==> src/rtl/bus_arbiter.sv <==
// Round-robin arbiter producing one-hot enables for a shared tristate bus.
// Holds each grant for up to MAX_BURST cycles and inserts one all-off cycle between owners.
module bus_arbiter #(
  parameter int N         = 4,
  parameter int MAX_BURST = 4
) (
  input  logic                 clk,
  input  logic                 reset,
  input  logic [N-1:0]         req,
  output logic [N-1:0]         en,
  output logic [$clog2(N)-1:0] gnt_id,
  output logic                 busy,
  output logic                 turn
);

  localparam int IW = $clog2(N);

  localparam logic [1:0] ST_IDLE  = 2'd0;
  localparam logic [1:0] ST_GRANT = 2'd1;
  localparam logic [1:0] ST_TURN  = 2'd2;

  logic [1:0]    state_q, state_d;
  logic [IW-1:0] ptr_q, ptr_d;
  logic [IW-1:0] g_q, g_d;
  logic [3:0]    cnt_q, cnt_d;
  logic [N-1:0]  en_q, en_d;
  logic          busy_q, busy_d;
  logic          turn_q, turn_d;
  logic [IW-1:0] win;

  function automatic logic [IW-1:0] next_idx(input logic [IW-1:0] i);
    if (int'(i) == N - 1) return '0;
    return i + IW'(1);
  endfunction

  // Scan downward so the requester closest to p (smallest offset) is the last write.
  function automatic logic [IW-1:0] pick(input logic [N-1:0] r, input logic [IW-1:0] p);
    logic [IW-1:0] w;
    int j;
    w = p;
    for (int k = N - 1; k >= 0; k--) begin
      j = int'(p) + k;
      if (j >= N) j = j - N;
      if (r[IW'(j)]) w = IW'(j);
    end
    return w;
  endfunction

  assign win = pick(req, ptr_q);

  always_comb begin
    state_d = state_q;
    ptr_d   = ptr_q;
    g_d     = g_q;
    cnt_d   = cnt_q;
    en_d    = en_q;
    case (state_q)
      ST_IDLE, ST_TURN: begin
        if (|req) begin
          state_d = ST_GRANT;
          en_d    = N'(1) << win;
          g_d     = win;
          cnt_d   = 4'd1;
        end else begin
          state_d = ST_IDLE;
          en_d    = '0;
        end
      end
      ST_GRANT: begin
        // Releasing owner moves to the back of the queue via ptr.
        if (!req[g_q] || cnt_q == 4'(MAX_BURST)) begin
          state_d = ST_TURN;
          en_d    = '0;
          ptr_d   = next_idx(g_q);
        end else begin
          cnt_d = cnt_q + 4'd1;
        end
      end
      default: begin
        state_d = ST_IDLE;
        en_d    = '0;
      end
    endcase
    busy_d = (state_d != ST_IDLE);
    turn_d = (state_d == ST_TURN);
  end

  always_ff @(posedge clk) begin
    if (reset) begin
      state_q <= ST_IDLE;
      ptr_q   <= '0;
      g_q     <= '0;
      cnt_q   <= '0;
      en_q    <= '0;
      busy_q  <= 1'b0;
      turn_q  <= 1'b0;
    end else begin
      state_q <= state_d;
      ptr_q   <= ptr_d;
      g_q     <= g_d;
      cnt_q   <= cnt_d;
      en_q    <= en_d;
      busy_q  <= busy_d;
      turn_q  <= turn_d;
    end
  end

  assign en     = en_q;
  assign gnt_id = g_q;
  assign busy   = busy_q;
  assign turn   = turn_q;

endmodule

==> config.mk <==
export PLATFORM = sky130hd
export DESIGN_NAME = bus_arbiter
export DESIGN_NICKNAME = d
export VERILOG_FILES = /design/src/rtl/bus_arbiter.sv
export SDC_FILE = /design/constraint.sdc
export NUM_CORES = 1
export LEC_CHECK = 0
export CAP_MARGIN = 20
export CORE_MARGIN = 8
export CORE_UTILIZATION = 40
export DETAILED_ROUTE_END_ITERATION = 7
export GPL_ROUTABILITY_DRIVEN = 0
export RECOVER_POWER = 50
export SLEW_MARGIN = 20
export SYNTH_ARGS = -nofsm -noshare
export SYNTH_HDL_FRONTEND = slang
export SYNTH_SLANG_ARGS = --single-unit
==> constraint.sdc <==
create_clock -name clk -period 1.86 [get_ports clk]
set_clock_uncertainty 0.1 [all_clocks]
set_input_delay 0.372 -clock clk [delete_from_list [all_inputs] [get_ports clk]]
set_output_delay 0.372 -clock clk [all_outputs]
set_load 0.02 [all_outputs]
==> results of run 1 <==
==> cell type report <==
| cell class | count | area, um2 | area share |
|---|---|---|---|
| Tap cell | 27 | 33.78 | 0.03379 |
| Timing Repair Buffer | 21 | 187.7 | 0.1877 |
| Sequential cell | 16 | 320.3 | 0.3204 |
| Multi-Input combinational cell | 63 | 427.9 | 0.4280 |
| Inverter | 2 | 7.507 | 0.007509 |
| Clock buffer | 3 | 22.52 | 0.02253 |
==> sequential cells by signal, summed over array words and instances, names as in the netlist <==
signal / count
en: 4
busy: 1
turn: 1
ptr_q: 2
cnt_q: 4
gnt_id: 2
state_q: 2
==> per-stage QoR <==
stage	hold slack [ns]	instances	cell area, um2	total power (uW)	TNS (ns)
2_1_floorplan	0.3411	83	767.0	492.1	0
3_3_place_gp	0.3437	129	975.9	566.2	-2.849
3_5_place_dp	0.3482	129	975.9	569.6	-3.218
4_1_cts	0.3630	132	997.2	744.8	0
5_1_grt	0.3662	132	999.7	767.8	0
6_report	0.3567	132	999.7	733.4	0
==> worst reg2reg max path: cells and delay by family, from the launching register on <==
kind,cells,cell delay (ns)
fa+ha+maj,1,0.19
xor+xnor,1,0.15
flops,1,0.41
simple gates,4,0.67
buf+inv,1,0.06
==> repair_timing <==
item / CTS / global route
pin swaps: 0 / 0
setup buffers: 0 / 0
setup endpoints to repair: 1 / 9
resized for setup: 1 / 5
gates cloned: 0 / 0
==> path summary, 6_finish.rpt <==
kind | startpoint | end | slack, ns | depth (start not counted)
worst max-delay path | gnt_id[0] | gnt_id[0] | 0.06 | 1
worst min register to register | en[2] | en[2] | 0.36 | 2
worst max register to register | cnt_q[0] | cnt_q[3] | 0.20 | 7
worst min-delay path | en[2] | en[2] | 0.36 | 2
==> per-layer routing <==
metal / global-route usage / share of wire
met4: 0.04082 / 0.0073
met5: 0 / 0
met2: 0.1554 / 0.41
met3: 0.03656 / 0.055
met1: 0.1358 / 0.52
==> cell families after synthesis <==
family	share of synthesized area
AND/OR/NAND/NOR	0.2724
AO/OA/AOI/OAI	0.1534
flip-flops	0.4176
buffers and inverters	0.02936
multiplexers	0.05546
adder cells (fa/ha/maj)	0.04894
XOR/XNOR	0.02284
==> cells in the final DEF, fill, tap and decap left out, types with 2 or more instances in the layout <==
master           count
a21oi_1              7
ha_1                 3
dfxtp_1             16
a21oi_2              2
clkdlybuf4s50_1      3
nand2b_1             2
nand2_1              7
nand3b_1             2
nor3_1               4
buf_4                7
mux2i_1              2
dlymetal6s2s_1       2
a211oi_1             2
xor2_1               2
nor2b_1              5
dlygate4sd3_1        6
clkbuf_4             4
nor2_1              11
inv_1                2
==> power by group <==
part / internal (uW) / leakage, uW / switching [uW]
sequential: 365 / 0.000131 / 17.7
clock: 75.0 / 0.0000138 / 103
combinational: 85.7 / 0.000267 / 87.8
==> run metrics, run 1 <==
max-slew violations=0; Synth Area per Inst=9.241 um2; critical path data arrival time=1.33 ns; clock-pin slew on the worst setup and hold paths=about 0.09 ns; vias in the first global route=666; largest net degree at the start of global routing=17; clk_lat worst skew=0.28 ns; status=completed; Tot GR Track Use=0.1054; top post-synthesis cells by count=dfxtp_1 (16), nor2_1 (11), a21oi_1 (8); Die X=59.79 um; Yosys reg bits=16; Bufs on Longest Clock Path=2; antenna violations before repair=0; Synth area leaders=dfxtp_1 (42%), nor2_1 (5.4%), a21oi_1 (5.2%); CP bufs+invs=1; Final setup viols=0; HP Class=register to register; Area Overhead vs Synth=30.34%; first-pass GRT wire length=2925 um; Final Hold Viols=0; clk sink count=16; VDD IR max=roughly 0.46 mV; crit end category=output port; Die ar.=3575 um2; CTS Buf Count=3; cell chain of the critical path=clkdlybuf4s50_1; Starting Density=0.4076; drt wl/cell=around 13 um; Post-synth EDFFs=0; synth warn=0; htree depth=1; final worst-path cycle share=0.9676; Filler Cell Count=200; final core utilization=0.5313; residual DRC count=0; Gate Count Post-Synth=83; Critical Path RT=~1.4 ns; via count=between 600 and 700; placed wire-length estimate=between 1000 and 1500 um; grt ovf=0; Worst Slack Setup Final=0.06024 ns; clock root buffer=clkbuf_4; CP max FO=5; Post-Syn Nets=92; largest area contributor in the netlist=dfxtp_1; post-placement setup slack=-0.3043 ns; initial DRC count=6; Max Fclk=around 0.56 GHz; Crit Path Class=register to output port; FP Rows=16; most frequent cell after synthesis=dfxtp_1; RSZ-0062 raised after global routing=false; FFs w/ async S/R, synth=0; CP delay by family, top=buffers and inverters; Pleak=~0.00041 uW; synth unique cells=30; Post-synth top flop=dfxtp_1; First-pass DRT Iterations=4; post-DR vias/cell=between 4 and 5; crit-path max cell delay=0.63 ns; ANT cells=0; PortBufs=13; Total Wirelength=1651 um; CP Launch Type=register; antenna-violating nets left=0; die height=59.79 um; fin nets=116; CORE AREA=1882 um2; fin crit period=1.800 ns; Mapped Area=767.0 um2; CP max-delay cell=clkdlybuf4s50_1; worst slew pin tran=0.3628 ns; TritonCTS clock tree=yes; I/O pins=14; sequential share of the synthesized area=0.4176; share of layout cells above drive strength 1=0.2000; Slew headroom=0.7561; hold_buf cts=0; Max-cap violations=0; Synth top area share=0.4176; power per cell area=around 730 nW/um2
Note: power is estimated with default switching activity, not from simulation.
==> run 2: changes to the inputs <==
CAP_MARGIN = not set   (was 20)
==> results of run 2 <==
The final DEF is identical to that of run 1; final timing and power are the same.
==> run 3: changes to the inputs <==
CORE_MARGIN = 2   (was 8)
==> run 3 against run 2 <==
Final cell count increased by 1.5%. Combinational power hardly changed. Wire length fell by 3.5%. Non-clock buffer count increased by 2. Global-route usage increased by 7.7 points. Via count is 5.2% higher. Die area down 36%. Hold slack worse by 0.00051 ns. Register-to-register slack barely moved. Critical path type is now input pin to register. Highest routed layer unchanged.
==> run metrics, run 3 (synthesis results as in run 1) <==
Final setup viols=0 (unchanged); htree depth=1 (unchanged); CP max FO=5 (unchanged); hold_buf cts=0 (unchanged); Max Fclk=0.5621 GHz (+1.2%); final worst-path cycle share=0.9564 (-0.01119); antenna violations before repair=0 (unchanged); post-placement setup slack=-0.3269 ns (-0.02259 ns); fin nets=119 (+2.6%); via count=668 (+5.2%); Worst Slack Setup Final=0.08106 ns (+0.02082 ns); Met3 Routed Length=74 um (-19%); HP Class=register to register; CORE AREA=1764 um2 (-6.2%); clock-pin slew on the worst setup and hold paths=0.10 ns (about the same); initial DRC count=10 (+4); worst slew pin tran=0.5214 ns (+0.1586 ns); residual DRC count=0 (unchanged); VDD IR max=0.4126 mV (-9.6%); Bufs on Longest Clock Path=2 (unchanged); largest net degree at the start of global routing=17 (unchanged); final core utilization=0.5780 (+0.04676); Total Wirelength=1593 um (-3.5%); top layer in use=met4; clk_lat worst skew=0.29 ns (about the same); clk sink count=16 (unchanged); Final Hold Viols=0 (unchanged); R2R Setup Slk=0.19 ns (about the same); drt wl/cell=11.89 um (-5.0%); post-DR vias/cell=4.985 (+3.6%); crit end category=register; clock root buffer=clkbuf_4; share of layout cells above drive strength 1=0.1927 (-0.007339); die height=47.79 um (-20%); Slew headroom=0.6524 (-0.1037); antenna-violating nets left=0 (unchanged); Die ar.=2284 um2 (-36%); Pleak=0.0004263 uW (+3.4%); critical path data arrival time=1.86 ns (+0.53 ns); CTS Buf Count=3 (unchanged); Area Overhead vs Synth=32.95%; Tot GR Track Use=0.1822 (+0.07672); CP Launch Type=input pin; R2R depth=5 (-2); Crit Path Class=input pin to register; Min-Delay Path Depth=2 (unchanged); commonest non-fill, non-tap cell in the layout=dfxtp_1; first-pass GRT wire length=2787 um (-4.7%); PortBufs=13 (unchanged); ANT cells=0 (unchanged); TritonCTS clock tree=yes; Max-cap violations=0 (unchanged); status=completed; WL met2=772 um (+13%); max-slew violations=0 (unchanged); fin crit period=1.779 ns (-0.02082 ns); vias in the first global route=630 (-5.4%); RSZ-0062 raised after global routing=false; placed wire-length estimate=1151 um (-5.5%); Starting Density=0.4348 (+0.02717); most frequent cells in the layout=dfxtp_1 (16), nor2_1 (11), a21oi_1 (8), buf_4 (8), nand2_1 (7); grt ovf=0 (unchanged); DRT met1 WL=731 um (-15%); power per cell area=770.2 nW/um2 (+5.0%); post-CTS setup buffer count=0 (unchanged); First-pass DRT Iterations=4 (unchanged); Die X=47.79 um (-20%); FP Rows=15 (-1); Critical Path RT=1.94 ns (+0.55 ns); I/O pins=14 (unchanged)
[run 3: worst max-delay path, stage by stage]
cell	delay [ns]
clkdlybuf4s50_1	0.42
mux4_2	0.52
and3b_4	0.23
nand4_1	0.11
xor2_1	0.14
nor3_1	0.05
[run 3: area by class of cell]
cell class / instances / area, um2
clock buffers: 4 / 36.28
fillers: 189 / 744.5
inverters: 2 / 7.507
multi-input cells: 64 / 426.7
flip-flops and latches: 16 / 320.3
well taps: 25 / 31.28
repair buffers: 23 / 197.7
[run 3: per-stage QoR]
stage               power (uW)  cell area [um2]  hold WS, ns  TNS, ns  instances
finish                   785.4             1020       0.3562        0        134
global route             837.2             1020       0.3796        0        134
CTS                      806.2             1022       0.3649        0        133
detailed placement       572.7            988.4       0.3496   -3.448        129
global placement         570.7            988.4       0.3450   -3.064        129
floorplan                492.1            767.0       0.3411        0         83
[run 3: what timing repair did]
action | CTS | global route
endpoints found under the hold margin | 0 | 0
gates resized for setup | 2 | 4
setup endpoints to repair | 2 | 4
gates cloned | 0 | 1
[run 3: final timing paths]
check,startpoint,to
hold / removal,en[1],en[1]
setup reg to reg,gnt_id[1],cnt_q[3]
hold reg to reg,en[1],en[1]
setup / recovery,req[1],cnt_q[3]
[run 3: where the power goes]
group / internal, uW / switching (uW)
clock: 119 / 109
sequential: 365 / 17.0
combinational: 88.2 / 87.3
[run 3: layer usage]
layer / vias to the layer above / track usage
li1: 345 / -
met1: 309 / 0.2202
met2: 12 / 0.2880
met3: 2 / 0.07925
met4: 0 / 0.06486
met5: - / 0
